==> src/rtl/serial_pkg.sv <==
// Shared types and constants for the serial frame path.
// Used by the P->S shifter and the frame receiver.
package serial_pkg;

   typedef enum logic {S_IDLE, S_SHIFT} rx_state_t;

   localparam int FRAME_W_DEFAULT = 10;

endpackage

==> src/rtl/frame_out_buffer.sv <==
// Output holding register for received frames.
// Presents one frame on valid/ready and flags frames dropped while full.
module frame_out_buffer
   import serial_pkg::*;
#(
   parameter int WIDTH = FRAME_W_DEFAULT
) (
   input  logic             Clock,
   input  logic             rst,
   input  logic             load,
   input  logic [WIDTH-1:0] frame,
   input  logic             dReady,
   output logic [WIDTH-1:0] data,
   output logic             dValid,
   output logic             overrun
);

   logic             room;
   logic [WIDTH-1:0] data_n;
   logic             valid_n;
   logic             ovr_n;

   assign room = !dValid || dReady;

   // Accept a completed frame when free or draining; else drop it and flag.
   always_comb begin
      data_n  = data;
      valid_n = dValid;
      ovr_n   = 1'b0;
      if (load) begin
         if (room) begin
            data_n  = frame;
            valid_n = 1'b1;
         end else begin
            ovr_n = 1'b1;
         end
      end else if (dValid && dReady) begin
         valid_n = 1'b0;
      end
   end

   // Holding register with synchronous active-low reset.
   always_ff @(posedge Clock) begin
      if (!rst) begin
         data    <= '0;
         dValid  <= 1'b0;
         overrun <= 1'b0;
      end else begin
         data    <= data_n;
         dValid  <= valid_n;
         overrun <= ovr_n;
      end
   end

endmodule

==> src/rtl/serial_frame_receiver.sv <==
// Serial-to-parallel frame receiver behind the P->S shifter.
// FSM, bit counter and shift register; frames hand off to frame_out_buffer.
module serial_frame_receiver
   import serial_pkg::*;
#(
   parameter int WIDTH     = FRAME_W_DEFAULT,
   parameter bit MSB_FIRST = 1'b1
) (
   input  logic             Clock,
   input  logic             rst,
   input  logic             sIn,
   input  logic             bitEn,
   input  logic             start,
   output logic [WIDTH-1:0] data,
   output logic             dValid,
   input  logic             dReady,
   output logic             busy,
   output logic             overrun,
   output logic             resync
);

   localparam int             CW   = $clog2(WIDTH);
   localparam logic [CW-1:0] LAST = CW'(WIDTH - 1);

   rx_state_t        state;
   rx_state_t        state_n;
   logic [CW-1:0]    cnt;
   logic [CW-1:0]    cnt_n;
   logic [WIDTH-1:0] sreg;
   logic [WIDTH-1:0] sreg_n;
   logic [WIDTH-1:0] shifted;
   logic             complete;
   logic             resync_n;

   // Incoming bit appended in the configured bit order.
   always_comb begin
      if (MSB_FIRST) begin
         shifted = {sreg[WIDTH-2:0], sIn};
      end else begin
         shifted = {sIn, sreg[WIDTH-1:1]};
      end
   end

   // Next-state logic: start always begins a frame, last bit completes it.
   always_comb begin
      state_n  = state;
      cnt_n    = cnt;
      sreg_n   = sreg;
      complete = 1'b0;
      resync_n = 1'b0;
      unique case (state)
         S_IDLE: begin
            if (bitEn && start) begin
               sreg_n  = shifted;
               cnt_n   = CW'(1);
               state_n = S_SHIFT;
            end
         end
         S_SHIFT: begin
            if (bitEn && start) begin
               sreg_n   = shifted;
               cnt_n    = CW'(1);
               resync_n = 1'b1;
            end else if (bitEn && cnt == LAST) begin
               sreg_n   = shifted;
               cnt_n    = '0;
               complete = 1'b1;
               state_n  = S_IDLE;
            end else if (bitEn) begin
               sreg_n = shifted;
               cnt_n  = cnt + CW'(1);
            end
         end
         default: state_n = S_IDLE;
      endcase
   end

   // State, counter, shift register and registered status flags.
   always_ff @(posedge Clock) begin
      if (!rst) begin
         state  <= S_IDLE;
         cnt    <= '0;
         sreg   <= '0;
         busy   <= 1'b0;
         resync <= 1'b0;
      end else begin
         state  <= state_n;
         cnt    <= cnt_n;
         sreg   <= sreg_n;
         busy   <= (state_n == S_SHIFT);
         resync <= resync_n;
      end
   end

   frame_out_buffer #(
      .WIDTH (WIDTH)
   ) u_buf (
      .Clock   (Clock),
      .rst     (rst),
      .load    (complete),
      .frame   (shifted),
      .dReady  (dReady),
      .data    (data),
      .dValid  (dValid),
      .overrun (overrun)
   );

endmodule
==> config.mk <==
export PLATFORM = sky130hd
export DESIGN_NAME = serial_frame_receiver
export DESIGN_NICKNAME = d
export VERILOG_FILES = /design/src/rtl/serial_pkg.sv /design/src/rtl/frame_out_buffer.sv /design/src/rtl/serial_frame_receiver.sv
export SDC_FILE = /design/constraint.sdc
export NUM_CORES = 1
export LEC_CHECK = 0
export ABC_AREA = 1
export BUFFER_PORTS_ARGS = -buffer_cell sky130_fd_sc_hd__buf_2
export CAP_MARGIN = 10
export CELL_PAD_IN_SITES_DETAIL_PLACEMENT = 0
export CELL_PAD_IN_SITES_GLOBAL_PLACEMENT = 1
export CORE_MARGIN = 1.5
export CORE_UTILIZATION = 35
export CTS_BUF_LIST = sky130_fd_sc_hd__clkbuf_16
export DETAILED_ROUTE_END_ITERATION = 16
export PLACE_DENSITY_LB_ADDON = 0.1
export RECOVER_POWER = 25
export SYNTH_ARGS = -nofsm -noshare
export SYNTH_HDL_FRONTEND = slang
export SYNTH_SLANG_ARGS = --single-unit
==> constraint.sdc <==
create_clock -name Clock -period 1.3 [get_ports Clock]
set_input_delay 0.26 -clock Clock [delete_from_list [all_inputs] [get_ports Clock]]
set_output_delay 0.26 -clock Clock [all_outputs]
set_load 0.05 [all_outputs]
==> results.md, run 1 <==
* Final setup vio count at 0
* Die Wd at 62.0 um
* Placer Congestion at 0.801
* Vias in the first global route at 869
* Hold_buf cts at 0
* Vias per std cell at 4.33
* First-pass GRT wire length at 3810 um
* RSZ-0062 raised after global routing: yes
* Reg power frac at 50.3%
* Nets at 207
* Tightest Hold Check Type: input port to register
* # rows at 21
* Synth Register Bits at 27
* Crit path max fanout at 8
* Most common cell after layout, fill and taps aside: inv_1
* Warnings, synthesis at 0
* Gate power share at 9.4%
* Clock skew at 0.00388 ns
* Final worst slack at 0.103 ns
* Core area at 3340 um2
* Data required, critical path at 1.50 ns
* Tmin final at 1.20 ns
* Fill cells at 371
* Ratio of cells with drive above 1 in the final layout at 24.2%
* CP Capture Type: register
* Setup CP Type: register to register
* Startpoint Class: register
* IO Pins at 20
* # diodes at 0
* WP data arrival at 1.39 ns
* CTS tree: done
* Num CTS Buffers at 3
* Post-DRT Antenna Nets at 0
* Initial core utilization at 36.6%
* Register area share after synthesis at 44.3%
* Routed WL at 2360 um
* Fin crit share at 92.1%
* CTS sink count at 27
* Die height at 62.0 um
* Max Freq at 835 MHz
* Top post-synthesis cells by area: dfxtp_1 (44%), inv_1 (12%), nand2_1 (11%)
* Yosys top cell area share at 44.3%
* Grt ovf at 0
* Pin count of the biggest net entering global routing at 20
* Switch Pwr at 0.401 mW
* Static leakage at 0.730 nW
* Util after Layout at 46.3%
* Root buffer cell: clkbuf_16
* Clk buf depth at 2
* Die area at 3850 um2
* Synth unique cells at 21
* Detailed-route DRC error count at 0
* Total number of vias at 1057
* Synth Cell Area at 1220 um2
* I/O Buffers at 19
* Slew HR at 81.0%
* Gr usage total at 13.5%
* Worst-margin pin slew at 0.285 ns
* Initial antenna violation count at 0
* Post-DP HPWL at 1740 um
* Sw frac at 23.1%
* Slew Viols, Final at 0
* Pre-CTS WS at 0.0296 ns
* Syn Area/Cell at 7.18 um2
* Worst-path clk slew at 0.06 ns
* MaxCap Viol Count at 0
* Cells after synthesis at 170
* P_int at 1.33 mW
* Post-synth top area cell: dfxtp_1
* Power Dens Cells at 1120 nW/um2
* Drt first pass iters at 4
* Most frequent cells in the layout: inv_1 (38), nand2_1 (35), dfxtp_1 (24)
* Worst-Skew Late Latency at 0.26 ns
* Iter 0 DRT Violations at 33
* DR WL/cell at 9.66 um
* Maximum VDD drop at 0.675 mV
* Mapped Nets at 178
* Outcome: finished clean
* Final hold vios at 0
* Clock Power Share at 40.3%
* Area grow syn2layout at 26.6%
* CTS H-tree depth at 1
state kept, by name (all words and copies together), names as in the netlist:
| name | cells |
|---|---|
| resync | 1 |
| u_buf.dValid | 1 |
| state | 1 |
| sreg | 9 |
| u_buf.overrun | 1 |
| u_buf.data | 10 |
| cnt | 4 |
power groups by stage:
stage               combinational, mW  clock, mW  sequential, mW
finish                          0.164      0.699           0.873
global route                    0.188      0.772           0.876
CTS                             0.170      0.726           0.874
detailed placement              0.169          0           0.893
global placement                0.167          0           0.893
floorplan                       0.101          0           0.904
synthesized netlist by cell type (all sizes together):
cell	n
nor2	16
ha	2
buf	6
o21ai	10
dfxtp	27
o22ai	1
nand4	11
nand3	4
nand2	38
a21oi	14
clkbuf	1
inv	39
nor3	1
worst paths after layout:
path / startpoint / endpoint / slack (ns) / cells after the start
worst min-delay path: rst / cnt[2] / 0.29 / 3
worst max register to register: cnt[1] / cnt[3] / 0.10 / 8
worst min register to register: sreg[1] / sreg[2] / 0.47 / 2
worst max-delay path: cnt[1] / cnt[3] / 0.10 / 8
per-layer routing:
metal	global-route usage, %	vias up	routed length, um
met5	0	-	0
met4	4.56	0	20
met3	3.73	2	71
met2	19.0	15	981
met1	19.5	459	1280
li1	-	581	-
stage by stage:
stage	instance area [um2]	std cells	setup TNS, ns	hold slack, ns	total power [mW]
after floorplan	1220	170	0	0.402	1.00
after detailed placement	1420	236	0	0.464	1.06
after global routing	1540	244	-0.0245	0.316	1.84
final	1540	244	0	0.287	1.74
after CTS	1500	240	0	0.287	1.77
after global placement	1420	236	0	0.473	1.06
what timing repair did:
action	in CTS	in global routing
setup buffers	0	3
endpoints found under the hold margin	0	0
resized for setup	0	5
endpoints found under the setup margin	0	13
kinds of logic after synthesis:
logic type / Yosys count / share of synthesized area, %
adder cells (fa/ha/maj): 2 / 2.05
AO/OA/AOI/OAI: 25 / 10.7
AND/OR/NAND/NOR: 70 / 27.5
flip-flops: 27 / 44.3
buffers and inverters: 46 / 15.5
area by class of cell:
type | count | area (um2) | area share (%)
inverters | 39 | 146 | 9.48
flip-flops and latches | 27 | 544 | 35.3
clock buffers | 3 | 75.1 | 4.86
clock inverters | 1 | 7.51 | 0.486
repair buffers | 30 | 204 | 13.2
multi-input cells | 98 | 509 | 33.0
well taps | 46 | 57.6 | 3.73
critical path, cell delays in order (launching register included):
cell and delay (ns):
dfxtp_1 0.32, inv_1 0.04, ha_1 0.18, nand2_2 0.11
nor2_8 0.06, buf_4 0.15, nor2_2 0.10, nand2_1 0.08
a21oi_2 0.11
Note: power is estimated with default switching activity, not from simulation.
==> run 2: changes to the inputs <==
- MAX_ROUTING_LAYER: not set -> met4
==> results.md, run 2 (synthesis results as in run 1) <==
* Outcome: finished clean
* Vias per std cell at 4.34
* Num CTS Buffers at 3
* Gr usage total at 13.9%
* Worst-margin pin slew at 0.285 ns
* Most common cell after layout, fill and taps aside: inv_1
* Slowest CP cell: dfxtp_1
* Power Dens Cells at 1130 nW/um2
* Critical path startpoint: cnt[1]
* Most frequent cells in the layout: inv_1 (38), nand2_1 (35), dfxtp_1 (24)
* Reg-to-reg critical path startpoint: cnt[1]
* DR WL/cell at 9.67 um
* Tmin final at 1.20 ns
* Maximum VDD drop at 0.674 mV
* CP Capture Type: register
* # diodes at 0
* CTS tree: done
* Hold_buf cts at 0
* Register bank with the most flops: u_buf.data
* Slew HR at 81.0%
* IO Pins at 20
* Crit path to: cnt[3]
* Worst-path clk slew at 0.07 ns
* Routed WL at 2360 um
* Core area at 3340 um2
* CTS sink count at 27
* Nets at 207
* Util after Layout at 46.3%
* Slew Viols, Final at 0
* Area grow syn2layout at 26.6%
* CTS H-tree depth at 1
* Drt first pass iters at 4
* Die height at 62.0 um
* Pin count of the biggest net entering global routing at 20
* Initial core utilization at 36.6%
* Ratio of cells with drive above 1 in the final layout at 24.2%
* Reg2reg end: cnt[3]
* MaxCap Viol Count at 0
* Detailed-route DRC error count at 0
* Tightest Hold Check Type: input port to register
* First-pass GRT wire length at 3810 um
* Setup CP Type: register to register
* Die Wd at 62.0 um
* Crit path max fanout at 8
* Data required, critical path at 1.50 ns
* Die area at 3850 um2
* Stages on worst setup path at 8
* Clock skew at 0.00596 ns
* Hold slack at 0.286 ns
* Static leakage at 0.730 nW
* Vias in the first global route at 870
* R2R setup slack at 0.10 ns
* CP Cell Sequence: inv_1 > ha_1 > nand2_2 > nor2_8 > buf_4 > nor2_2 > nand2_1 > a21oi_2
* Biggest regs: u_buf.data (10), sreg (9), cnt (4)
* Post-route setup TNS at 0 ns
* RSZ-0062 raised after global routing: yes
* CP peak stage delay at 0.32 ns
* Worst-Skew Late Latency at 0.26 ns
* Family with the most delay on the worst path: simple AND/OR/NAND/NOR gates
* Root buffer cell: clkbuf_16
* Post-DRT Antenna Nets at 0
* Post-DP HPWL at 1740 um
* Worst Path Buf+Inv at 2
* Worst R2R Path Depth at 8
* Fin crit share at 92.1%
* Total power at 1.74 mW
* Placer Congestion at 0.813
* Startpoint Class: register
* I/O Buffers at 19
* Final hold vios at 0
* Clk buf depth at 2
* WP data arrival at 1.39 ns
* Total number of vias at 1058
* Final setup vio count at 0
* Iter 0 DRT Violations at 33
* Initial antenna violation count at 0
* Grt ovf at 0
* Max reg flops at 10
* Max Freq at 835 MHz
* # rows at 21
run 2: cell counts in the layout (fill, tap and decap cells not counted):
No cell type changed its count.
run 2: worst min-delay path by stage:
stage,from,endpoint,cells after the start
final,rst,cnt[2],3
after global routing,rst,cnt[2],3
after CTS,rst,cnt[2],3
after detailed placement,sreg[1],sreg[2],2
after global placement,sreg[7],sreg[8],2
after floorplan,rst,sreg[7],2
run 2: stage by stage:
| stage | cell area, um2 | worst slack (ns) | instances |
|---|---|---|---|
| floorplan | 1220 | 0.0560 | 170 |
| global placement | 1420 | 0.0560 | 236 |
| detailed placement | 1420 | 0.0296 | 236 |
| CTS | 1500 | 0.0121 | 240 |
| global route | 1540 | -0.0216 | 244 |
| finish | 1540 | 0.102 | 244 |
run 2: tightest hold or removal path, delay by kind of cell:
kind | cells | cell delay [ns]
AND/OR/NAND/NOR | 1 | 0.07
AO/OA/AOI/OAI | 1 | 0.04
buffers and inverters | 1 | 0.13
run 2: cell type report:
type | count | area (um2)
multi-input cells | 98 | 509
well taps | 46 | 57.6
flip-flops and latches | 27 | 544
clock inverters | 1 | 7.51
inverters | 39 | 146
clock buffers | 3 | 75.1
repair buffers | 30 | 204
fillers | 371 | 1790
run 2: metal layers:
layer	routed length (um)	GRT usage [%]	vias up
li1	-	-	580
met1	1290	19.5	459
met2	967	19.0	17
met3	77	3.73	2
met4	20	4.56	0
met5	0	-	-
run 2: where the power goes:
part / total, mW / internal, mW / switching, mW
Sequential: 0.873 / 0.858 / 0.0149
Combinational: 0.164 / 0.0586 / 0.106
Clock: 0.702 / 0.418 / 0.284
Total: 1.74 / 1.33 / 0.405
run 2: timing repair:
action                                  in CTS  in global routing
endpoints found under the setup margin       0                 13
buffers inserted                             0                  3
resized for setup                            0                  5
==> run 3: changes to the inputs <==
- ABC_AREA: 1 -> 0
==> results.md, run 3 <==
* WP data arrival at 1.50 ns
* Post-route cell area at 1410 um2
* Mapped Nets at 133
* Total number of vias at 892
* Post-synthesis async set-or-reset flop share at 0%
* First-pass GRT wire length at 3560 um
* Worst-Skew Late Latency at 0.26 ns
* Post-DP HPWL at 1520 um
* CTS tree: done
* Yosys top cell area share at 50.5%
* Nets at 159
* Die height at 58.3 um
* Post-route setup TNS at -0.0403 ns
* Iter 0 DRT Violations at 40
* RSZ-0062 raised after global routing: yes
* CTS sink count at 27
* Max Freq at 758 MHz
* Ratio of cells with drive above 1 in the final layout at 30.7%
* Area of the multi-input gates at 549 um2
* Static leakage at 0.550 nW
* Routed WL at 2230 um
* Die area at 3400 um2
* Fill cells at 272
* Final setup vio count at 6
* Final worst slack at -0.0200 ns
* Most common cell after layout, fill and taps aside: nand2_1
* Post-synth top cells: nand2_1 (42), dfxtp_1 (27), a21oi_1 (10), mux2i_1 (10), clkbuf_1 (5)
* Maximum VDD drop at 0.441 mV
* Pin count of the biggest net entering global routing at 24
* Util after Layout at 49.8%
* Clock skew at 0.00298 ns
* Post-placement cell area at 1240 um2
* Crit path to: u_buf.data[8]
* Num CTS Buffers at 3
* Gr usage total at 14.1%
* IO Pins at 20
* Die Wd at 58.3 um
* Root buffer cell: clkbuf_16
* Post-synth top area cell: dfxtp_1
* Worst R2R Path Depth at 5
* Area grow syn2layout at 31.6%
* Slew HR at 68.4%
* Most used DFF post-synth: dfxtp_1
* Warnings, synthesis at 0
* Biggest regs: u_buf.data (10), sreg (9), cnt (4)
* Reg-to-reg critical path startpoint: cnt[0]
* Power Dens Cells at 1160 nW/um2
* Setup CP Type: register to register
* Hold slack at 0.264 ns
* Cells after synthesis at 125
* R2R setup slack at -0.02 ns
* Final hold vios at 0
* Initial antenna violation count at 0
* Register area share after synthesis at 50.5%
* Most frequent cells in the layout: nand2_1 (42), dfxtp_1 (22), buf_2 (19)
* CP Capture Type: register
* Post-synth EDFFs at 0
* MaxCap Viol Count at 0
* Fin crit share at 102%
* Synth unique cells at 27
* # diodes at 0
* Pre-CTS WS at -0.00533 ns
* Top post-synthesis cells by area: dfxtp_1 (51%), nand2_1 (15%), mux2i_1 (9.4%)
* CTS H-tree depth at 1
* Syn Area/Cell at 8.56 um2
* Most frequent cell after synthesis: nand2_1
* Worst-margin pin slew at 0.473 ns
* Post-DRT Antenna Nets at 0
* Reg2reg end: u_buf.data[8]
* Hold_buf cts at 0
* Vias per std cell at 4.93
* Slew Viols, Final at 0
* Synth Cell Area at 1070 um2
* I/O Buffers at 19
* Drt first pass iters at 6
* Max reg flops at 10
* Detailed-route DRC error count at 0
* Core area at 2830 um2
* Critical path startpoint: cnt[0]
* Grt ovf at 0
* Data required, critical path at 1.48 ns
* Vias in the first global route at 776
* Tightest Hold Check Type: input port to register
* Synth Register Bits at 27
* Register bank with the most flops: u_buf.data
* Placer Congestion at 0.709
* Outcome: complete, but fails checks
* Failing checks: negative setup slack
* Crit path max fanout at 10
* Initial core utilization at 37.8%
* Clk buf depth at 2
* Worst-path clk slew at 0.07 ns
* DR WL/cell at 12.3 um
* Register area at 552 um2
* Startpoint Class: register
* Tmin final at 1.32 ns
* # rows at 19
==> run 3: changes by cell type after synthesis, moves of 3 or more <==
| cell | delta |
|---|---|
| a21oi_1 | -3 |
| a31oi_1 | +3 |
| clkbuf_1 | +4 |
| inv_1 | -34 |
| mux2i_1 | +10 |
| nand2_1 | +6 |
| nand4_1 | -10 |
| nor2_1 | -13 |
| o21ai_1 | -10 |
==> run 3: where the power goes <==
part	total (mW)	switching (mW)	internal [mW]
combinational	0.104	0.0688	0.0353
clock	0.684	0.272	0.411
sequential	0.844	0.00969	0.835
total	1.63	0.351	1.28
==> run 3: timing repair <==
item | in CTS | in global routing
setup endpoints to repair | 11 | 14
pin swaps | 0 | 6
resized for setup | 0 | 18
buffers inserted | 0 | 2
==> run 3: metrics by stage <==
step                      total power, mW  std cells
final                                1.63        181
after global routing                 1.70        181
after CTS                            1.64        179
after detailed placement            0.956        175
after global placement              0.955        175
after floorplan                     0.919        125
==> run 3: worst min path at each step <==
| stage | slack (ns) | end | depth (start not counted) | startpoint |
|---|---|---|---|---|
| after detailed placement | 0.44 | u_buf.data[0] | 2 | u_buf.data[0] |
| after floorplan | 0.38 | cnt[2] | 1 | bitEn |
| final | 0.26 | sreg[0] | 3 | sIn |
| after global routing | 0.28 | sreg[0] | 3 | sIn |
| after global placement | 0.44 | u_buf.data[1] | 2 | u_buf.data[1] |
| after CTS | 0.26 | sreg[0] | 3 | sIn |
==> run 3: per-layer routing <==
layer / share of wire [%] / vias up / track usage, %
met1: 54 / 400 / 21.0
li1: - / 470 / -
met2: 41 / 20 / 19.6
met3: 3.9 / 2 / 2.90
met5: 0 / - / -
met4: 0.36 / 0 / 2.99
==> run 3: worst max-delay path, cell delays in order, from the launching register on <==
cell      delay [ns]
dfxtp_4         0.37
ha_4            0.12
nand3b_1        0.13
nor4_2          0.17
buf_4           0.25
mux2i_1         0.20
==> run 3: kinds of logic (layout without fill, tap and decap cells) <==
family / count (synthesis) / in the layout / synth area share [%]
buffers and inverters: 11 / 36 / 4.33
flip-flops: 27 / 27 / 50.5
AO/OA/AOI/OAI: 20 / 20 / 11.1
AND/OR/NAND/NOR: 55 / 55 / 22.3
multiplexers: 10 / 10 / 9.36
adder cells (fa/ha/maj): 2 / 2 / 2.34
==> run 3: area by class of cell <==
cell class / count / area share (%)
clock buffer: 3 / 5.33
clock inverter: 1 / 0.267
inverter: 4 / 1.07
multi-input combinational: 87 / 39.0
sequential: 27 / 39.2
tap: 31 / 2.76
timing repair buffer: 28 / 12.4
